`src/rtl/scr_base_l3_bk_snp_crdt_tx.sv`:
```
// Credit-gated snoop transmitter: buffers snoop requests in an in-order FIFO
// and sends one packed flit per held credit toward the L3 bank snoop queue.
module scr_base_l3_bk_snp_crdt_tx #(
    parameter int DEPTH    = 4,
    parameter int CRDT_MAX = 4,
    parameter int SCRID_W  = 4,
    parameter int TXNID_W  = 8,
    parameter int OPC_W    = 4,
    parameter int SIZE_W   = 3,
    parameter int ADDR_W   = 40,
    localparam int FLIT_W  = SCRID_W + TXNID_W + OPC_W + SIZE_W + ADDR_W,
    localparam int CW      = $clog2(CRDT_MAX + 1),
    localparam int QW      = $clog2(DEPTH + 1)
) (
    input  logic               clk,
    input  logic               rst,
    input  logic               snp_val_i,
    output logic               snp_ready_o,
    input  logic [SCRID_W-1:0] snp_scrid_i,
    input  logic [TXNID_W-1:0] snp_txnid_i,
    input  logic [OPC_W-1:0]   snp_opc_i,
    input  logic [SIZE_W-1:0]  snp_size_i,
    input  logic [ADDR_W-1:0]  snp_addr_i,
    output logic               snp_out_val_o,
    output logic [FLIT_W-1:0]  snp_out_flit_o,
    input  logic               snp_out_crdt_i,
    output logic [CW-1:0]      crdt_cnt_o,
    output logic [QW-1:0]      que_cnt_o,
    output logic               crdt_err_o
);

    localparam int PW = $clog2(DEPTH);
    localparam logic [QW-1:0] DEPTH_V = QW'(DEPTH);
    localparam logic [CW-1:0] CMAX_V  = CW'(CRDT_MAX);

    logic [FLIT_W-1:0] mem_q [DEPTH];
    logic [PW-1:0]     wr_ptr_q, wr_ptr_d;
    logic [PW-1:0]     rd_ptr_q, rd_ptr_d;
    logic [QW-1:0]     que_cnt_q, que_cnt_d;
    logic [CW-1:0]     crdt_cnt_q, crdt_cnt_d;
    logic              out_val_q, out_val_d;
    logic [FLIT_W-1:0] out_flit_q, out_flit_d;
    logic              err_q, err_d;
    logic              push;
    logic              pop;
    logic [FLIT_W-1:0] in_flit;

    assign in_flit = {snp_scrid_i, snp_txnid_i, snp_opc_i,
                      snp_size_i, snp_addr_i};

    // No pop bypass: a full FIFO keeps ready low even while popping.
    assign snp_ready_o = !rst && (que_cnt_q != DEPTH_V);
    assign push        = snp_val_i && snp_ready_o;
    assign pop         = (que_cnt_q != '0) && (crdt_cnt_q != '0);

    always_comb begin
        wr_ptr_d   = wr_ptr_q;
        rd_ptr_d   = rd_ptr_q;
        que_cnt_d  = que_cnt_q + QW'(push) - QW'(pop);
        out_val_d  = pop;
        out_flit_d = out_flit_q;
        crdt_cnt_d = crdt_cnt_q;
        err_d      = err_q;
        if (push) begin
            wr_ptr_d = wr_ptr_q + PW'(1);
        end
        if (pop) begin
            out_flit_d = mem_q[rd_ptr_q];
            rd_ptr_d   = rd_ptr_q + PW'(1);
        end
        // A return while already full saturates and flags the upstream bug.
        if (snp_out_crdt_i && !pop && (crdt_cnt_q == CMAX_V)) begin
            err_d = 1'b1;
        end else begin
            crdt_cnt_d = crdt_cnt_q - CW'(pop) + CW'(snp_out_crdt_i);
        end
    end

    always_ff @(posedge clk) begin
        if (rst) begin
            wr_ptr_q   <= '0;
            rd_ptr_q   <= '0;
            que_cnt_q  <= '0;
            crdt_cnt_q <= CMAX_V;
            out_val_q  <= 1'b0;
            out_flit_q <= '0;
            err_q      <= 1'b0;
        end else begin
            wr_ptr_q   <= wr_ptr_d;
            rd_ptr_q   <= rd_ptr_d;
            que_cnt_q  <= que_cnt_d;
            crdt_cnt_q <= crdt_cnt_d;
            out_val_q  <= out_val_d;
            out_flit_q <= out_flit_d;
            err_q      <= err_d;
        end
    end

    always_ff @(posedge clk) begin
        if (push) begin
            mem_q[wr_ptr_q] <= in_flit;
        end
    end

    assign snp_out_val_o  = out_val_q;
    assign snp_out_flit_o = out_flit_q;
    assign crdt_cnt_o     = crdt_cnt_q;
    assign que_cnt_o      = que_cnt_q;
    assign crdt_err_o     = err_q;

endmodule

```
`config.mk`:
```
export PLATFORM = sky130hd
export DESIGN_NAME = scr_base_l3_bk_snp_crdt_tx
export DESIGN_NICKNAME = d
export VERILOG_FILES = /design/src/rtl/scr_base_l3_bk_snp_crdt_tx.sv
export SDC_FILE = /design/constraint.sdc
export NUM_CORES = 1
export LEC_CHECK = 0
export ABC_AREA = 1
export CAP_MARGIN = 20
export CELL_PAD_IN_SITES_DETAIL_PLACEMENT = 0
export CELL_PAD_IN_SITES_GLOBAL_PLACEMENT = 1
export CORE_UTILIZATION = 35
export DETAILED_ROUTE_END_ITERATION = 7
export GPL_TIMING_DRIVEN = 0
export PLACE_DENSITY_LB_ADDON = 0.1
export REMOVE_ABC_BUFFERS = 1
export SETUP_SLACK_MARGIN = 0.15
export SLEW_MARGIN = 20
export SYNTH_ARGS = -nofsm -noshare
export SYNTH_HDL_FRONTEND = slang
export SYNTH_SLANG_ARGS = --single-unit
```
`constraint.sdc`:
```
create_clock -name clk -period 11.6 [get_ports clk]
set_input_delay 1.16 -clock clk [delete_from_list [all_inputs] [get_ports clk]]
set_output_delay 1.16 -clock clk [all_outputs]
set_load 0.05 [all_outputs]
```
======== Word-level counts from Yosys, hierarchy flattened ========
Memory sizes are Yosys's and may differ from the RTL's. A register that Yosys moved wholly into a read port is not among the register bits.
Cells that the tools add are included.
storage, ports and cells
  flip-flop bits (word level) ............. 12
  memory bits (writable) .................. 236
  memories kept ........................... 1
  bits of input ports ..................... 63
cells by class
  reductions and logical operators ........ 9
  add/subtract/negate cells ............... 6
  equality and inequality tests ........... 2
  multiplexer cells ....................... 2
memories
  name   depth  bits a word  read ports  clocked after memory_dff  wr ports  line  text
  mem_q  4      59           1           1                         1         36    logic [FLIT_W-1:0] mem_q [DEPTH];
operators by type and width
  cell                                           number
  adder 3 x 1 -> 3 bit                           2
  nonzero test 3 bit                             2
  subtractor 3 x 1 -> 3 bit                      2
  logical AND 1 bit                              5
  adder 2 x 1 -> 2 bit (second input constant)   2
  == test 3 bit (second input constant)          1
  inequality test 3 bit (second input constant)  1
  logical NOT 1 bit                              2
  two-way mux 1 bit                              2

======== Depth between registers and ports, before layout ========
  depth in word-level cells ............... 5
  depth in mapped cells ................... 15
  mapped depth without buffers ............ 14

======== Worst setup path before layout ========
No wires, ideal clock.
  path type ............................... in2reg
  start point ............................. in rst
  end point ............................... mem mem_q[0][0] (netlist name), enable pin
  setup time .............................. 0.476 ns
  path slack .............................. 7.052 ns
  stages on the path ...................... 4
  data arrival time ....................... 4.071 ns
  cells stage by stage .................... buf_2 > inv_1 > nand3_1 > nor2_1
on the way
  longest elaborated chain between the ends .. 5
RTL lines
  what                                     line  text
  from (decl)                              16    input logic rst,
  logical NOT 1 bit                        52    assign snp_ready_o = !rst && (que_cnt_q != DEPTH_V);
  logical AND 1 bit                        52
  logical AND 1 bit                        53    assign push = snp_val_i && snp_ready_o;
  two-way mux 1 bit                        100   if (push) begin
  two-way mux 1 bit (not written as such)  101   mem_q[wr_ptr_q] <= in_flit;
  to (decl)                                36
No other way between the ends.

======== Worst setup path in the final report ========
  start point ............................. in rst
  end point ............................... out snp_ready_o
on the way
  longest elaborated chain between the ends .. 2
RTL lines
  what               line  text
  logical NOT 1 bit  52
  logical AND 1 bit  52
  to (decl)          18    output logic snp_ready_o,
No other way between the ends.

==> flow_metrics.py <==
metrics = {
    "outcome": {
        "outcome": "finished clean",
    },
    "grt": {
        "antenna_found_initial": 3,
        "use_met1_pct": 18.9,
        "grt_pass1_vias": 8389,
        "overflow": 0,
        "grt_usage_pct": 15.2,
        "top_usage_layer": "met2",
        "grt_use_met3_pct": 3.16,
        "grt_pass1_wl_um": 44900,
        "grt_max_degree": 79,
        "grt.met2_usage_pct": 26.8,
    },
    "clocking": {
        "cts.clk_slew.worst_paths_ps": 60,
        "cts_setup_buffers": 0,
        "cts_resized": 0,
        "cts_root_buffer": "clkbuf_16",
        "clk_latency_ps": 510,
        "max-clock-path-buffers": 3,
        "tritoncts": "built",
        "htree_levels": 2,
        "numCtsBuffers": 37,
        "cts_sinks": 307,
        "postCtsHoldBufs": 0,
    },
    "logic_synthesis": {
        "synthMuxAreaShare_pct": 0,
        "synth_seq_cells": 307,
        "synth-simple-area-share_pct": 21.5,
        "yosys_warnings": 0,
        "synthTopCellsByArea": "edfxtp_1, nand2_1, dfxtp_1, inv_1, nand3_1",
        "synth_top_family_by_area": "simple AND/OR/NAND/NOR gates",
        "synthXorXnorAreaFrac_pct": 0.202,
        "synth_fa_ha_area_share_pct": 1.08,
        "synth.top_cell.area_share_pct": 54.4,
        "yosysTopAreaCell": "edfxtp_1",
        "synthesis.area_sq_um": 13000,
        "synth_compound_area_share_pct": 0.154,
        "ys_seq_area_share_pct": 65.3,
        "synthCells": 1396,
        "yosysUniqueCellTypes": 21,
        "syn_area_per_cell_sq_um": 9.33,
    },
    "sta": {
        "period_needed_ps": 4020,
        "setup_viol": 0,
        "drv_slew": 0,
        "finalCritPeriodShare_pct": 34.6,
        "grt_setup_unrepaired": "false",
        "fin_setup_tns_ps": 0,
        "fmax_mhz": 249,
        "tightestPinTransition_ps": 698,
        "skew_ps": 17.6,
        "slew_headroom_pct": 53.4,
        "hold_violations": 0,
    },
    "floorplanning": {
        "core.rowCount": 70,
        "dieHeight_um": 195,
        "die_area_sq_um": 38000,
        "start_util_pct": 35.6,
        "die_x_um": 195,
        "ios": 131,
        "core_sq_um": 36600,
    },
    "layout": {
        "finalNetCount": 1597,
        "layout.cells.non_filler": 2022,
        "fin_util_pct": 44.6,
        "area_delta_synth_final_pct": 25.4,
        "drive_gt1_share_pct": 6.19,
    },
    "setup_path": {
        "cp_common_cell": "clkdlybuf4s50_1",
        "cp_max_fo": 8,
        "cp_slowest_cell": "clkdlybuf4s50_1",
        "max_stage_delay_ps": 840,
        "cp-end-kind": "primary output",
        "start_kind": "input pin",
        "worstSetupPathType": "input pin to primary output",
        "cp.required_ps": 10440,
        "cp_data_arrival_time_ps": 2860,
        "path_buf_inv": 2,
        "cp_cell_sequence": "clkdlybuf4s50_1, a21oi_1, clkdlybuf4s50_1",
        "critPathTopFamily": "buffers and inverters",
    },
    "power": {
        "power_density_nw_per_um2": 251,
        "p_leak_nw": 7.27,
        "ir_worst_vdd_uv": 161,
    },
    "drt": {
        "vias_per_cell": 4.23,
        "vias": 8546,
        "drc": 0,
        "drt_pass1_iterations": 4,
        "routed_wl_um": 28200,
        "ant_nets": 0,
        "drtIter0Drc": 279,
        "wl_per_cell_um": 13.9,
    },
    "placement": {
        "place_inst": 1953,
        "globalplace.congestion": 0.686,
        "port_buffers": 130,
        "detailed_place_hpwl_um": 17000,
    },
    "min_path": {
        "min_path_type": "flop to flop",
    },
    "job": {
        "max_cap_violations": 0,
    },
}
[per-stage QoR]
stage / setup WS (ps) / power (mW) / hold slack, ps / instance area [sq um]
after floorplan: 6060 / 2.50 / 479 / 12700
after global placement: 909 / 3.06 / 443 / 14600
after detailed placement: 7380 / 3.05 / 443 / 15100
after CTS: 7550 / 4.18 / 452 / 16300
after global routing: 7500 / 4.39 / 488 / 16300
final: 7580 / 4.10 / 448 / 16300
[cells in the final DEF, fill, tap and decap left out, types with 4 or more instances in the layout]
cell	netlist	routed
nor2_4	0	4
buf_16	0	13
buf_12	0	7
edfxtp_1	236	236
clkbuf_16	0	39
clkinv_2	0	4
nand2_1	421	421
nand2_2	13	12
clkinv_1	0	4
dfxtp_1	71	69
a21oi_1	4	4
nor2_1	133	129
clkbuf_8	0	7
ha_1	8	8
inv_1	316	315
clkbuf_1	10	10
nand3_1	123	123
clkdlybuf4s50_1	0	130
[worst paths after layout]
path / end / startpoint / slack, ps / depth (start not counted)
worst max-delay path: snp_ready_o / rst / 7580 / 3
worst min-delay path: crdt_err_o / crdt_err_o / 450 / 2
worst max register to register: crdt_cnt_o[2] / que_cnt_o[1] / 8710 / 15
worst min register to register: crdt_err_o / crdt_err_o / 450 / 2
[kinds of logic after synthesis]
logic type / after synthesis
AND/OR/NAND/NOR: 693
flip-flops: 307
adder cells (fa/ha/maj): 10
XOR/XNOR: 3
AO/OA/AOI/OAI: 4
buffers and inverters: 379
[tightest hold or removal path: cells and delay by family (launching register included)]
| family | cells | cell delay, ps |
|---|---|---|
| buffers and inverters | 1 | 40 |
| AOI/OAI and AO/OA | 1 | 50 |
| DFF | 1 | 310 |
[flip-flops by register name, summed over array words and instances, names as in the netlist]
name and flops:
mem_q 236, que_cnt_o 3, snp_out_flit_o 59, wr_ptr_q 2
crdt_err_o 1, crdt_cnt_o 3, rd_ptr_q 2, snp_out_val_o 1
[cell usage after synthesis]
library cell	instances
buf_2	34
inv_2	2
inv_1	316
edfxtp_1	236
clkbuf_1	10
xor2_1	2
buf_4	10
buf_1	3
nand2_2	13
buf_6	4
fa_1	2
nand3_1	123
nor3_1	1
a21oi_1	4
xnor2_1	1
nand4_1	1
ha_1	8
nor2_2	1
nand2_1	421
dfxtp_1	71
nor2_1	133
[power by group]
group          internal (mW)  switching, mW
clock                  0.682          0.426
combinational          0.516           1.04
sequential              1.33          0.100
total                   2.53           1.57
[layer usage]
layer | up-vias | share of wire, %
met3 | 42 | 4.7
met2 | 132 | 49
met4 | 2 | 1.7
met5 | - | 0.039
li1 | 4496 | -
met1 | 3874 | 44
[final cells by class]
class | count | area [sq um]
Antenna cell | 2 | 5.00
Timing Repair Buffer | 150 | 1800
Tap cell | 468 | 586
Clock inverter | 11 | 85.1
Clock buffer | 56 | 1110
Inverter | 318 | 1200
Multi-Input combinational cell | 710 | 3020
Sequential cell | 307 | 8520
Fill cell | 3510 | 20300
Note: power is estimated with default switching activity, not from simulation.
==> variant (same settings) <==
`out_flit_q` no longer has a reset.
--- a/src/rtl/scr_base_l3_bk_snp_crdt_tx.sv
+++ b/src/rtl/scr_base_l3_bk_snp_crdt_tx.sv
@@ -83,7 +83,6 @@
             que_cnt_q  <= '0;
             crdt_cnt_q <= CMAX_V;
             out_val_q  <= 1'b0;
-            out_flit_q <= '0;
             err_q      <= 1'b0;
         end else begin
             wr_ptr_q   <= wr_ptr_d;
@@ -91,9 +90,12 @@
             que_cnt_q  <= que_cnt_d;
             crdt_cnt_q <= crdt_cnt_d;
             out_val_q  <= out_val_d;
-            out_flit_q <= out_flit_d;
             err_q      <= err_d;
         end
+    end
+
+    always_ff @(posedge clk) begin
+        out_flit_q <= out_flit_d;
     end
 
     always_ff @(posedge clk) begin
Function: differs if rst is asserted again (counterexample within 4 cycles, from zero or initial values and one cycle with rst high); with rst held inactive, the same outputs for 10 cycles.
==> variant against the unedited design <==
  * Power down 1.4%
  * Wire length fell by 11%
  * Sequential cell count is the same
  * Largest power group is now registers
  * Die area fell by 13%
  * Area after synthesis down 13%
  * Via count decreased by 24%
  * Cell area fell by 12%
  * Critical path type unchanged
  * Setup slack lost 0.012 ns
==> variant: results (changes against the unedited design) <==
metric,value,unit,change
synthXorXnorAreaFrac,0.233,%,was 0.202%
ff2ff_setup_slack,8.94,ns,was 8.71 ns
grt_first_pass_wirelength,38.3,mm,was 44.9 mm
grt_antenna_before_repair,0,,was 3
detailedPlacementHpwl,14.0,mm,was 17.0 mm
clock_latency,0.49,ns,was 0.51 ns
rr_worst_depth,14,,was 15
drive_above_1_share,10.7,%,was 6.19%
synth.cells.most_frequent,"edfxtp_1 (295), nor2_1 (125), o21ai_0 (67), o22ai_1 (50), o21ai_1 (49)",,"was nand2_1 (421), inv_1 (316), edfxtp_1 (236), nor2_1 (133), nand3_1 (123)"
max-vdd-ir-drop,0.000203,V,was 0.000161 V
buffers,148,,was 150
route.detailed.wl_per_inst,19.3,µm,was 13.9 µm
outcome,completed,,unchanged
tightest_slew,0.599,ns,was 0.698 ns
drtPass1Iterations,6,,was 4
synth-seq-area-share,80.5,%,was 65.3%
p_leak,4.81,nW,was 7.27 nW
routabilityCongestion,0.721,,was 0.686
synth_edf_count,295,,was 236
number_of_sequential_cells,307,,unchanged
clock-skew-final,0.0112,ns,was 0.0176 ns
area.share.sequential,63.1,%,was 52.2%
clock_area_share,7.71,%,was 7.32%
grt_pass1_vias,6737,,was 8389
multi_input_comb_area,1880,µm²,was 3020 µm²
cts_made_buffers,35,,was 37
inverters,23,,was 318
vias_per_cell,4.99,,was 4.23
synthAdderAreaFrac,1.24,%,was 1.08%
synth_compound_area_share,9.24,%,was 0.154%
globalRouteTotalUtil,15.3,%,was 15.2%
synth_area_leaders,"edfxtp_1 (78%), nor2_1 (4.2%), o21ai_0 (3.0%)",,"was edfxtp_1 (54%), nand2_1 (12%), dfxtp_1 (11%)"
hold_path_class,register to register,,unchanged
number_of_drc_markers_after_the_initial_detailed_route_iteration,495,,was 279
crit_arrival,2.87,ns,was 2.86 ns
synth_cell_type_count,25,,was 21
[variant: stage by stage]
stage	util, %	setup slack, ns	hold slack (ns)	cells	instance area (µm²)
2_1_floorplan	-	7.18	0.479	686	11000
3_3_place_gp	40.6	3.58	0.444	1218	12800
3_5_place_dp	42.1	7.59	0.442	1236	13300
4_1_cts	45.6	7.57	0.454	1298	14400
5_1_grt	45.6	7.45	0.501	1298	14400
6_report	45.6	7.57	0.455	1298	14400
[variant: how the worst max path moves through the flow]
stage | to | slack [ns] | cells after the start
3_5_place_dp | snp_ready_o | 7.59 | 3
2_1_floorplan | mem_q[0][0]$_DFFE_PP_ | 7.18 | 3
5_1_grt | snp_ready_o | 7.45 | 3
4_1_cts | snp_ready_o | 7.57 | 3
3_3_place_gp | mem_q[3][9]$_DFFE_PP_ | 3.58 | 4
6_report | snp_ready_o | 7.57 | 3
[variant: logic make-up after synthesis]
| group | count (synthesis) |
|---|---|
| fa+ha+maj | 10 |
| flops | 307 |
| compound gates | 181 |
| xor+xnor | 3 |
| buf+inv | 62 |
| simple gates | 162 |
[variant: report_power, final]
group / total (mW) / leakage (nW) / internal, mW / switching, mW
clock network: 1.05 / 0.546 / 0.645 / 0.408
logic: 1.43 / 1.45 / 0.449 / 0.979
registers: 1.56 / 2.81 / 1.47 / 0.0861
[variant: metal layers]
layer  vias to the layer above  global-route usage, %  routed length [µm]
li1                       3009                      -                   -
met1                      3288                   19.3               10900
met2                       148                   26.4               12500
met3                        35                   3.45                1220
met4                         0                   4.24                 457
met5                         -                      0                   0
[variant: worst max-delay path, delay by kind of cell]
family | cells | cell delay [ns]
compound gates | 1 | 0.29
buf+inv | 2 | 1.42
